### config.mk
export PLATFORM = sky130hd
export DESIGN_NAME = mem_port_arbiter_flat
export DESIGN_NICKNAME = d
export VERILOG_FILES = /design/src/rtl/mem_port_arbiter_pkg.sv /design/src/rtl/mem_port_arbiter_if.sv /design/src/rtl/mem_arb_watchdog.sv /design/src/rtl/mem_port_arbiter.sv /design/src/flat_wrapper.sv
export SDC_FILE = /design/constraint.sdc
export NUM_CORES = 1
export LEC_CHECK = 0
export CORE_AREA = 2 2 106 108
export CTS_CLUSTER_DIAMETER = 200
export DETAILED_ROUTE_END_ITERATION = 8
export DIE_AREA = 0 0 108 110
export GPL_ROUTABILITY_DRIVEN = 0
export PLACE_DENSITY_LB_ADDON = 0.3
export RECOVER_POWER = 25
export SLEW_MARGIN = 20
export SYNTH_ARGS = -nofsm -noshare
export SYNTH_HDL_FRONTEND = slang
export SYNTH_SLANG_ARGS = --single-unit
### constraint.sdc
create_clock -name clk -period 2 [get_ports clk]
set_input_delay 0.4 -clock clk [delete_from_list [all_inputs] [get_ports clk]]
set_output_delay 0.4 -clock clk [all_outputs]
set_load 0.03 [all_outputs]
### src/rtl/mem_port_arbiter_pkg.sv
// Shared definitions for the unified-memory port arbiter.
//   - FSM state encodings (IDLE / GNT_I / GNT_D)
//   - requester IDs used by the "last served" register
//   - default watchdog limit
package mem_port_arbiter_pkg;

    localparam logic [1:0] IDLE  = 2'd0;
    localparam logic [1:0] GNT_I = 2'd1;
    localparam logic [1:0] GNT_D = 2'd2;

    localparam logic REQ_I = 1'b0;
    localparam logic REQ_D = 1'b1;

    localparam int DEF_TIMEOUT = 255;

endpackage

### src/rtl/mem_port_arbiter_if.sv
// Bus bundle between the core's fetch / load-store paths, the arbiter and
// the unified memory.
//   fetch : i_req, i_addr -> i_rdata, i_ack, i_err
//   data  : d_req, d_we, d_addr, d_wdata, d_be -> d_rdata, d_ack, d_err
//   memory: mem_req, mem_we, mem_addr, mem_wdata, mem_be <- mem_rdata, mem_ack
//   stall : core freeze while any access is outstanding
// slave  = arbiter side, master = core + memory side.
interface mem_port_arbiter_if #(
    parameter int ADDR_WIDTH = 32,
    parameter int DATA_WIDTH = 32
);
    import mem_port_arbiter_pkg::*;

    logic                    i_req;
    logic [ADDR_WIDTH-1:0]   i_addr;
    logic [DATA_WIDTH-1:0]   i_rdata;
    logic                    i_ack;
    logic                    i_err;

    logic                    d_req;
    logic                    d_we;
    logic [ADDR_WIDTH-1:0]   d_addr;
    logic [DATA_WIDTH-1:0]   d_wdata;
    logic [DATA_WIDTH/8-1:0] d_be;
    logic [DATA_WIDTH-1:0]   d_rdata;
    logic                    d_ack;
    logic                    d_err;

    logic                    mem_req;
    logic                    mem_we;
    logic [ADDR_WIDTH-1:0]   mem_addr;
    logic [DATA_WIDTH-1:0]   mem_wdata;
    logic [DATA_WIDTH/8-1:0] mem_be;
    logic [DATA_WIDTH-1:0]   mem_rdata;
    logic                    mem_ack;

    logic                    stall;

    modport slave (
        input  i_req, i_addr,
        output i_rdata, i_ack, i_err,
        input  d_req, d_we, d_addr, d_wdata, d_be,
        output d_rdata, d_ack, d_err,
        output mem_req, mem_we, mem_addr, mem_wdata, mem_be,
        input  mem_rdata, mem_ack,
        output stall
    );

    modport master (
        output i_req, i_addr,
        input  i_rdata, i_ack, i_err,
        output d_req, d_we, d_addr, d_wdata, d_be,
        input  d_rdata, d_ack, d_err,
        input  mem_req, mem_we, mem_addr, mem_wdata, mem_be,
        output mem_rdata, mem_ack,
        input  stall
    );

endinterface

### src/rtl/mem_arb_watchdog.sv
// Grant-cycle watchdog.
//   clk, rst  : clock, asynchronous active-low reset
//   clear     : restart the count (any cycle that is not an ongoing grant)
//   enable    : a grant cycle without mem_ack
//   expired   : this enabled cycle is the TIMEOUT-th one -> abort now
module mem_arb_watchdog
    import mem_port_arbiter_pkg::*;
#(
    parameter int TIMEOUT = DEF_TIMEOUT
) (
    input  logic clk,
    input  logic rst,
    input  logic clear,
    input  logic enable,
    output logic expired
);
    localparam int             CW       = $clog2(TIMEOUT + 1);
    localparam logic [CW-1:0]  LAST_CNT = CW'(TIMEOUT - 1);

    logic [CW-1:0] cnt_q, cnt_d;

    // The count holds the number of already-elapsed unacked grant cycles,
    // so the current cycle is the TIMEOUT-th when it equals TIMEOUT-1.
    assign expired = enable && (cnt_q == LAST_CNT);

    always_comb begin
        cnt_d = cnt_q;
        if (clear)
            cnt_d = '0;
        else if (enable && !expired)
            cnt_d = cnt_q + 1'b1;
    end

    always_ff @(posedge clk or negedge rst) begin
        if (!rst) cnt_q <= '0;
        else      cnt_q <= cnt_d;
    end

endmodule

### src/rtl/mem_port_arbiter.sv
// Arbitrates the single unified memory between instruction fetch and
// load/store. One grant at a time, round-robin on ties, watchdog abort.
//   clk, rst : clock, asynchronous active-low reset
//   bus      : mem_port_arbiter_if.slave (fetch, data, memory, stall)
module mem_port_arbiter
    import mem_port_arbiter_pkg::*;
#(
    parameter int ADDR_WIDTH = 32,
    parameter int DATA_WIDTH = 32,
    parameter int TIMEOUT    = DEF_TIMEOUT
) (
    input  logic                 clk,
    input  logic                 rst,
    mem_port_arbiter_if.slave    bus
);
    logic [1:0] state_q, state_d;
    logic       last_q, last_d;
    logic       in_gnt, expired, abort;

    assign in_gnt = (state_q == GNT_I) || (state_q == GNT_D);
    // mem_ack on the terminal cycle wins over the watchdog
    assign abort  = expired && !bus.mem_ack;

    mem_arb_watchdog #(.TIMEOUT(TIMEOUT)) u_wdog (
        .clk     (clk),
        .rst     (rst),
        .clear   (!in_gnt || bus.mem_ack),
        .enable  (in_gnt && !bus.mem_ack),
        .expired (expired)
    );

    // Next state / last-served. A finishing requester hands straight over to
    // the other one if it is waiting; its own req is never looked at again
    // in the ack cycle, so it cannot be re-granted back-to-back.
    always_comb begin
        state_d = state_q;
        last_d  = last_q;
        case (state_q)
            IDLE: begin
                if (bus.i_req && bus.d_req)
                    state_d = (last_q == REQ_I) ? GNT_D : GNT_I;
                else if (bus.i_req)
                    state_d = GNT_I;
                else if (bus.d_req)
                    state_d = GNT_D;
            end
            GNT_I: begin
                if (bus.mem_ack) begin
                    last_d  = REQ_I;
                    state_d = bus.d_req ? GNT_D : IDLE;
                end else if (abort) begin
                    last_d  = REQ_I;
                    state_d = IDLE;
                end
            end
            GNT_D: begin
                if (bus.mem_ack) begin
                    last_d  = REQ_D;
                    state_d = bus.i_req ? GNT_I : IDLE;
                end else if (abort) begin
                    last_d  = REQ_D;
                    state_d = IDLE;
                end
            end
            default: state_d = IDLE;
        endcase
    end

    always_ff @(posedge clk or negedge rst) begin
        if (!rst) begin
            state_q <= IDLE;
            last_q  <= REQ_I;
        end else begin
            state_q <= state_d;
            last_q  <= last_d;
        end
    end

    // Output muxes: everything is a function of the registered state, so an
    // asynchronous reset clears the outputs without waiting for a clock.
    always_comb begin
        bus.mem_req   = 1'b0;
        bus.mem_we    = 1'b0;
        bus.mem_addr  = {ADDR_WIDTH{1'b0}};
        bus.mem_wdata = {DATA_WIDTH{1'b0}};
        bus.mem_be    = {(DATA_WIDTH/8){1'b0}};
        bus.i_rdata   = {DATA_WIDTH{1'b0}};
        bus.i_ack     = 1'b0;
        bus.i_err     = 1'b0;
        bus.d_rdata   = {DATA_WIDTH{1'b0}};
        bus.d_ack     = 1'b0;
        bus.d_err     = 1'b0;
        if (state_q == GNT_I) begin
            bus.mem_req  = !abort;
            bus.mem_addr = bus.i_addr;
            bus.mem_be   = {(DATA_WIDTH/8){1'b1}};
            bus.i_ack    = bus.mem_ack || abort;
            bus.i_err    = abort;
            if (bus.mem_ack) bus.i_rdata = bus.mem_rdata;
        end else if (state_q == GNT_D) begin
            bus.mem_req   = !abort;
            bus.mem_we    = bus.d_we;
            bus.mem_addr  = bus.d_addr;
            bus.mem_wdata = bus.d_wdata;
            bus.mem_be    = bus.d_be;
            bus.d_ack     = bus.mem_ack || abort;
            bus.d_err     = abort;
            if (bus.mem_ack) bus.d_rdata = bus.mem_rdata;
        end
    end

    assign bus.stall = (bus.i_req && !bus.i_ack) || (bus.d_req && !bus.d_ack);

endmodule

### src/flat_wrapper.sv
// flat-port wrapper written by rule: the top's interface ports become plain ports
module mem_port_arbiter_flat import mem_port_arbiter_pkg::*;
#(
    parameter int ADDR_WIDTH = 32,
    parameter int DATA_WIDTH = 32,
    parameter int TIMEOUT    = DEF_TIMEOUT
)
  (clk, rst, bus_i_req, bus_i_addr, bus_i_rdata, bus_i_ack, bus_i_err, bus_d_req, bus_d_we, bus_d_addr, bus_d_wdata, bus_d_be, bus_d_rdata, bus_d_ack, bus_d_err, bus_mem_req, bus_mem_we, bus_mem_addr, bus_mem_wdata, bus_mem_be, bus_mem_rdata, bus_mem_ack, bus_stall);
  mem_port_arbiter_if #(.ADDR_WIDTH(ADDR_WIDTH), .DATA_WIDTH(DATA_WIDTH)) bus_i ();
  input  logic clk;
  input  logic rst;
  input wire logic [$bits(bus_i.i_req)-1:0] bus_i_req;
  input wire logic [$bits(bus_i.i_addr)-1:0] bus_i_addr;
  output wire logic [$bits(bus_i.i_rdata)-1:0] bus_i_rdata;
  output wire logic [$bits(bus_i.i_ack)-1:0] bus_i_ack;
  output wire logic [$bits(bus_i.i_err)-1:0] bus_i_err;
  input wire logic [$bits(bus_i.d_req)-1:0] bus_d_req;
  input wire logic [$bits(bus_i.d_we)-1:0] bus_d_we;
  input wire logic [$bits(bus_i.d_addr)-1:0] bus_d_addr;
  input wire logic [$bits(bus_i.d_wdata)-1:0] bus_d_wdata;
  input wire logic [$bits(bus_i.d_be)-1:0] bus_d_be;
  output wire logic [$bits(bus_i.d_rdata)-1:0] bus_d_rdata;
  output wire logic [$bits(bus_i.d_ack)-1:0] bus_d_ack;
  output wire logic [$bits(bus_i.d_err)-1:0] bus_d_err;
  output wire logic [$bits(bus_i.mem_req)-1:0] bus_mem_req;
  output wire logic [$bits(bus_i.mem_we)-1:0] bus_mem_we;
  output wire logic [$bits(bus_i.mem_addr)-1:0] bus_mem_addr;
  output wire logic [$bits(bus_i.mem_wdata)-1:0] bus_mem_wdata;
  output wire logic [$bits(bus_i.mem_be)-1:0] bus_mem_be;
  input wire logic [$bits(bus_i.mem_rdata)-1:0] bus_mem_rdata;
  input wire logic [$bits(bus_i.mem_ack)-1:0] bus_mem_ack;
  output wire logic [$bits(bus_i.stall)-1:0] bus_stall;
  assign bus_i.i_req = bus_i_req;
  assign bus_i.i_addr = bus_i_addr;
  assign bus_i_rdata = bus_i.i_rdata;
  assign bus_i_ack = bus_i.i_ack;
  assign bus_i_err = bus_i.i_err;
  assign bus_i.d_req = bus_d_req;
  assign bus_i.d_we = bus_d_we;
  assign bus_i.d_addr = bus_d_addr;
  assign bus_i.d_wdata = bus_d_wdata;
  assign bus_i.d_be = bus_d_be;
  assign bus_d_rdata = bus_i.d_rdata;
  assign bus_d_ack = bus_i.d_ack;
  assign bus_d_err = bus_i.d_err;
  assign bus_mem_req = bus_i.mem_req;
  assign bus_mem_we = bus_i.mem_we;
  assign bus_mem_addr = bus_i.mem_addr;
  assign bus_mem_wdata = bus_i.mem_wdata;
  assign bus_mem_be = bus_i.mem_be;
  assign bus_i.mem_rdata = bus_mem_rdata;
  assign bus_i.mem_ack = bus_mem_ack;
  assign bus_stall = bus_i.stall;
  mem_port_arbiter #(.ADDR_WIDTH(ADDR_WIDTH), .DATA_WIDTH(DATA_WIDTH), .TIMEOUT(TIMEOUT)) u_core (.clk(clk), .rst(rst), .bus(bus_i));
endmodule
==> results_dict.tcl <==
set metrics [dict create \
    cp-end-kind "output port" \
    htreeDepth 1 \
    synth_area_um2 1960 \
    drive_above_1_share 0.468 \
    drt_iter0_markers 213 \
    cpMaxStageDelayCell "dfrtp_1" \
    die_h_um 110 \
    setup_violations 98 \
    io_pins 277 \
    synth-seq-cells 11 \
    syn_to_final_growth_pct 206 \
    cp_cell_sequence "buf_6 -> ha_4 -> buf_8 -> buf_6 -> clkbuf_16 -> o21ai_2 -> buf_6" \
    holdWs_ns 0.545 \
    die-area_um2 11900 \
    ys_top_cells_by_area "and3_1, nand2_1, dfrtp_1" \
    track_usage 0.169 \
    drcViolationCount 0 \
    syn_inst 318 \
    synth_top_cells_by_count "and3_1, nand2_1, o21ai_0" \
    async_flop_share 1.00 \
    synth_top_cell_area_share 0.310 \
    max_freq_mhz 474 \
    power_mw 6.76 \
    overflow 0 \
    rows 38 \
    finClkSkew_ns 0.00405 \
    worst_slack_ns -0.108 \
    portBuffers 276 \
    drtPass1Iterations 4 \
    seq_area_frac_synth 0.141 \
    hp-class "reg -> reg" \
    min_period_ns 2.11 \
    antenna_found_initial 0 \
    yosysMostFrequentCell "and3_1" \
    vias 3476 \
    cts_tree "built" \
    place_hpwl_mm 8.90 \
    die_w_um 108 \
    grt_pass1_wl_mm 16.2 \
    period_share 1.05 \
    synth_edf_count 0 \
    violations "setup timing" \
    rsz0062_at_grt "true" \
    criticalPathCategory "reg -> out" \
    worst_pin_slew_ns 0.528 \
    cts_buffers 3 \
    start_kind "flop" \
    cp_max_fo 8 \
    grt_pass1_vias 3018 \
    required_ns 1.60 \
    synthFlopType "dfrtp_1" \
    worstPathArrival_ns 1.71 \
    synth_cell_types 37 \
    clockBufferDepth 2 \
    grt_max_degree 65 \
    insertion_delay_ns 0.24 \
    pre_cts_ws_ns -0.0733 \
    p_leak_nw 2.84 \
    syn_area_per_cell_um2 6.15 \
    drv_slew 0 \
    relSlewSlack 0.647 \
    ir_worst_vdd_mv 0.556 \
    post_drt_via_cell_ratio 4.63 \
    wl_mm 13.6 \
    wl_per_cell_um 18.1 \
    clkSlewWorstSetupHoldPaths_ns 0.05 \
    n_antenna_cell 0 \
    synth_area_leader_cell "and3_1" \
    core-area_um2 10700 \
    nets 756 \
    maxCapViolCount 0 \
    hold_viol 0 \
    fin_util 0.560 \
    start_util 0.183 \
    ys.warnings.count 0 \
    cts-root-buf "clkbuf_8" \
    fillers 956 \
    synthesis.nets 462 \
    cpMostUsedCell "buf_6" \
    slowest_delay_ns 0.39 \
    power_density_nw_per_um2 1130 \
    setup-tns-final_ns -3.13 \
    drtAntennaViolNets 0 \
    hold_buffers 0 \
    clock-sinks 11 \
    run_status "complete, but fails checks" \
]
-- cells in the final DEF (no fill, tap or decap), types with 3 or more instances in the layout --
cell type and count:
nand2_2 6, o21ai_4 11, clkbuf_16 6, dfrtp_1 9, ha_4 4, nand2_1 73
clkbuf_8 3, nor2_2 4, buf_12 21, buf_4 83, inv_2 4, o21ai_2 15
buf_6 71, o21ai_0 4, nor2_1 8, a31oi_1 4, clkdlybuf4s50_1 136, o21ai_1 7
and3_1 63, nor2_4 4, and3_4 34
-- layout make-up --
| class | count | area [um2] | area share |
|---|---|---|---|
| inverters | 8 | 48.8 | 0.00815 |
| multi-input cells | 265 | 1980 | 0.330 |
| repair buffers | 322 | 3450 | 0.577 |
| repair inverters | 1 | 11.3 | 0.00188 |
| flip-flops and latches | 11 | 278 | 0.0464 |
| clock buffers | 4 | 45.0 | 0.00752 |
| well taps | 140 | 175 | 0.0292 |
-- through the flow --
step / cell area (um2) / instances
after detailed placement: 4760 / 717
after global routing: 5990 / 751
after CTS: 5000 / 730
after floorplan: 1960 / 318
after global placement: 4760 / 717
final: 5990 / 751
-- final timing paths --
check / startpoint / end / slack (ns) / depth (start not counted)
max: u_core.state_q[0] / bus_mem_addr[0] / -0.11 / 7
min: u_core.last_q / u_core.last_q / 0.54 / 2
max reg2reg: u_core.state_q[1] / u_core.state_q[1] / 0.17 / 7
min reg2reg: u_core.last_q / u_core.last_q / 0.54 / 2
max in group asynchronous: rst / u_core.state_q[1] / 1.04 / 1
min in group asynchronous: rst / u_core.u_wdog.cnt_q[2] / 0.58 / 1
-- layer usage --
metal | GRT usage | vias to the layer above | wire (um)
met3 | 0.0329 | 23 | 900
met4 | 0.0485 | 0 | 307
met2 | 0.294 | 122 | 7170
met5 | 0 | - | 0
li1 | - | 1695 | -
met1 | 0.212 | 1636 | 5210
-- repair_timing --
action / 4_1_cts / 5_1_grt
pin swaps: 6 / 18
cloned: 1 / 11
gates resized for setup: 23 / 166
buffers inserted: 8 / 10
setup endpoints to repair: 135 / 135
-- worst max-delay path, delay by kind of cell (launching register included) --
family	cells	cell delay, ns
AO/OA/AOI/OAI	1	0.15
adder cells (fa/ha/maj)	1	0.19
buffers and inverters	5	0.73
flip-flops	1	0.39
-- power by group --
group	internal, mW	switching (mW)	total (mW)	leakage, nW
clock	0.140	0.0831	0.223	0.0228
combinational	2.93	3.30	6.22	2.67
sequential	0.268	0.0484	0.316	0.146
-- sequential cells by signal, summed over array words and instances, names as in the netlist --
register,cells
u_core.last_q,1
u_core.u_wdog.cnt_q,8
u_core.state_q,2
-- cell families after synthesis --
| logic type | share of synthesized area |
|---|---|
| and+or+nand+nor | 0.552 |
| DFF | 0.141 |
| adders and majority gates | 0.0384 |
| AOI/OAI and AO/OA | 0.162 |
| muxes | 0.00512 |
| xor gates and xnor gates | 0.00895 |
| buffers and inverters | 0.0927 |
No activity file was read; power rests on OpenSTA's default activity.
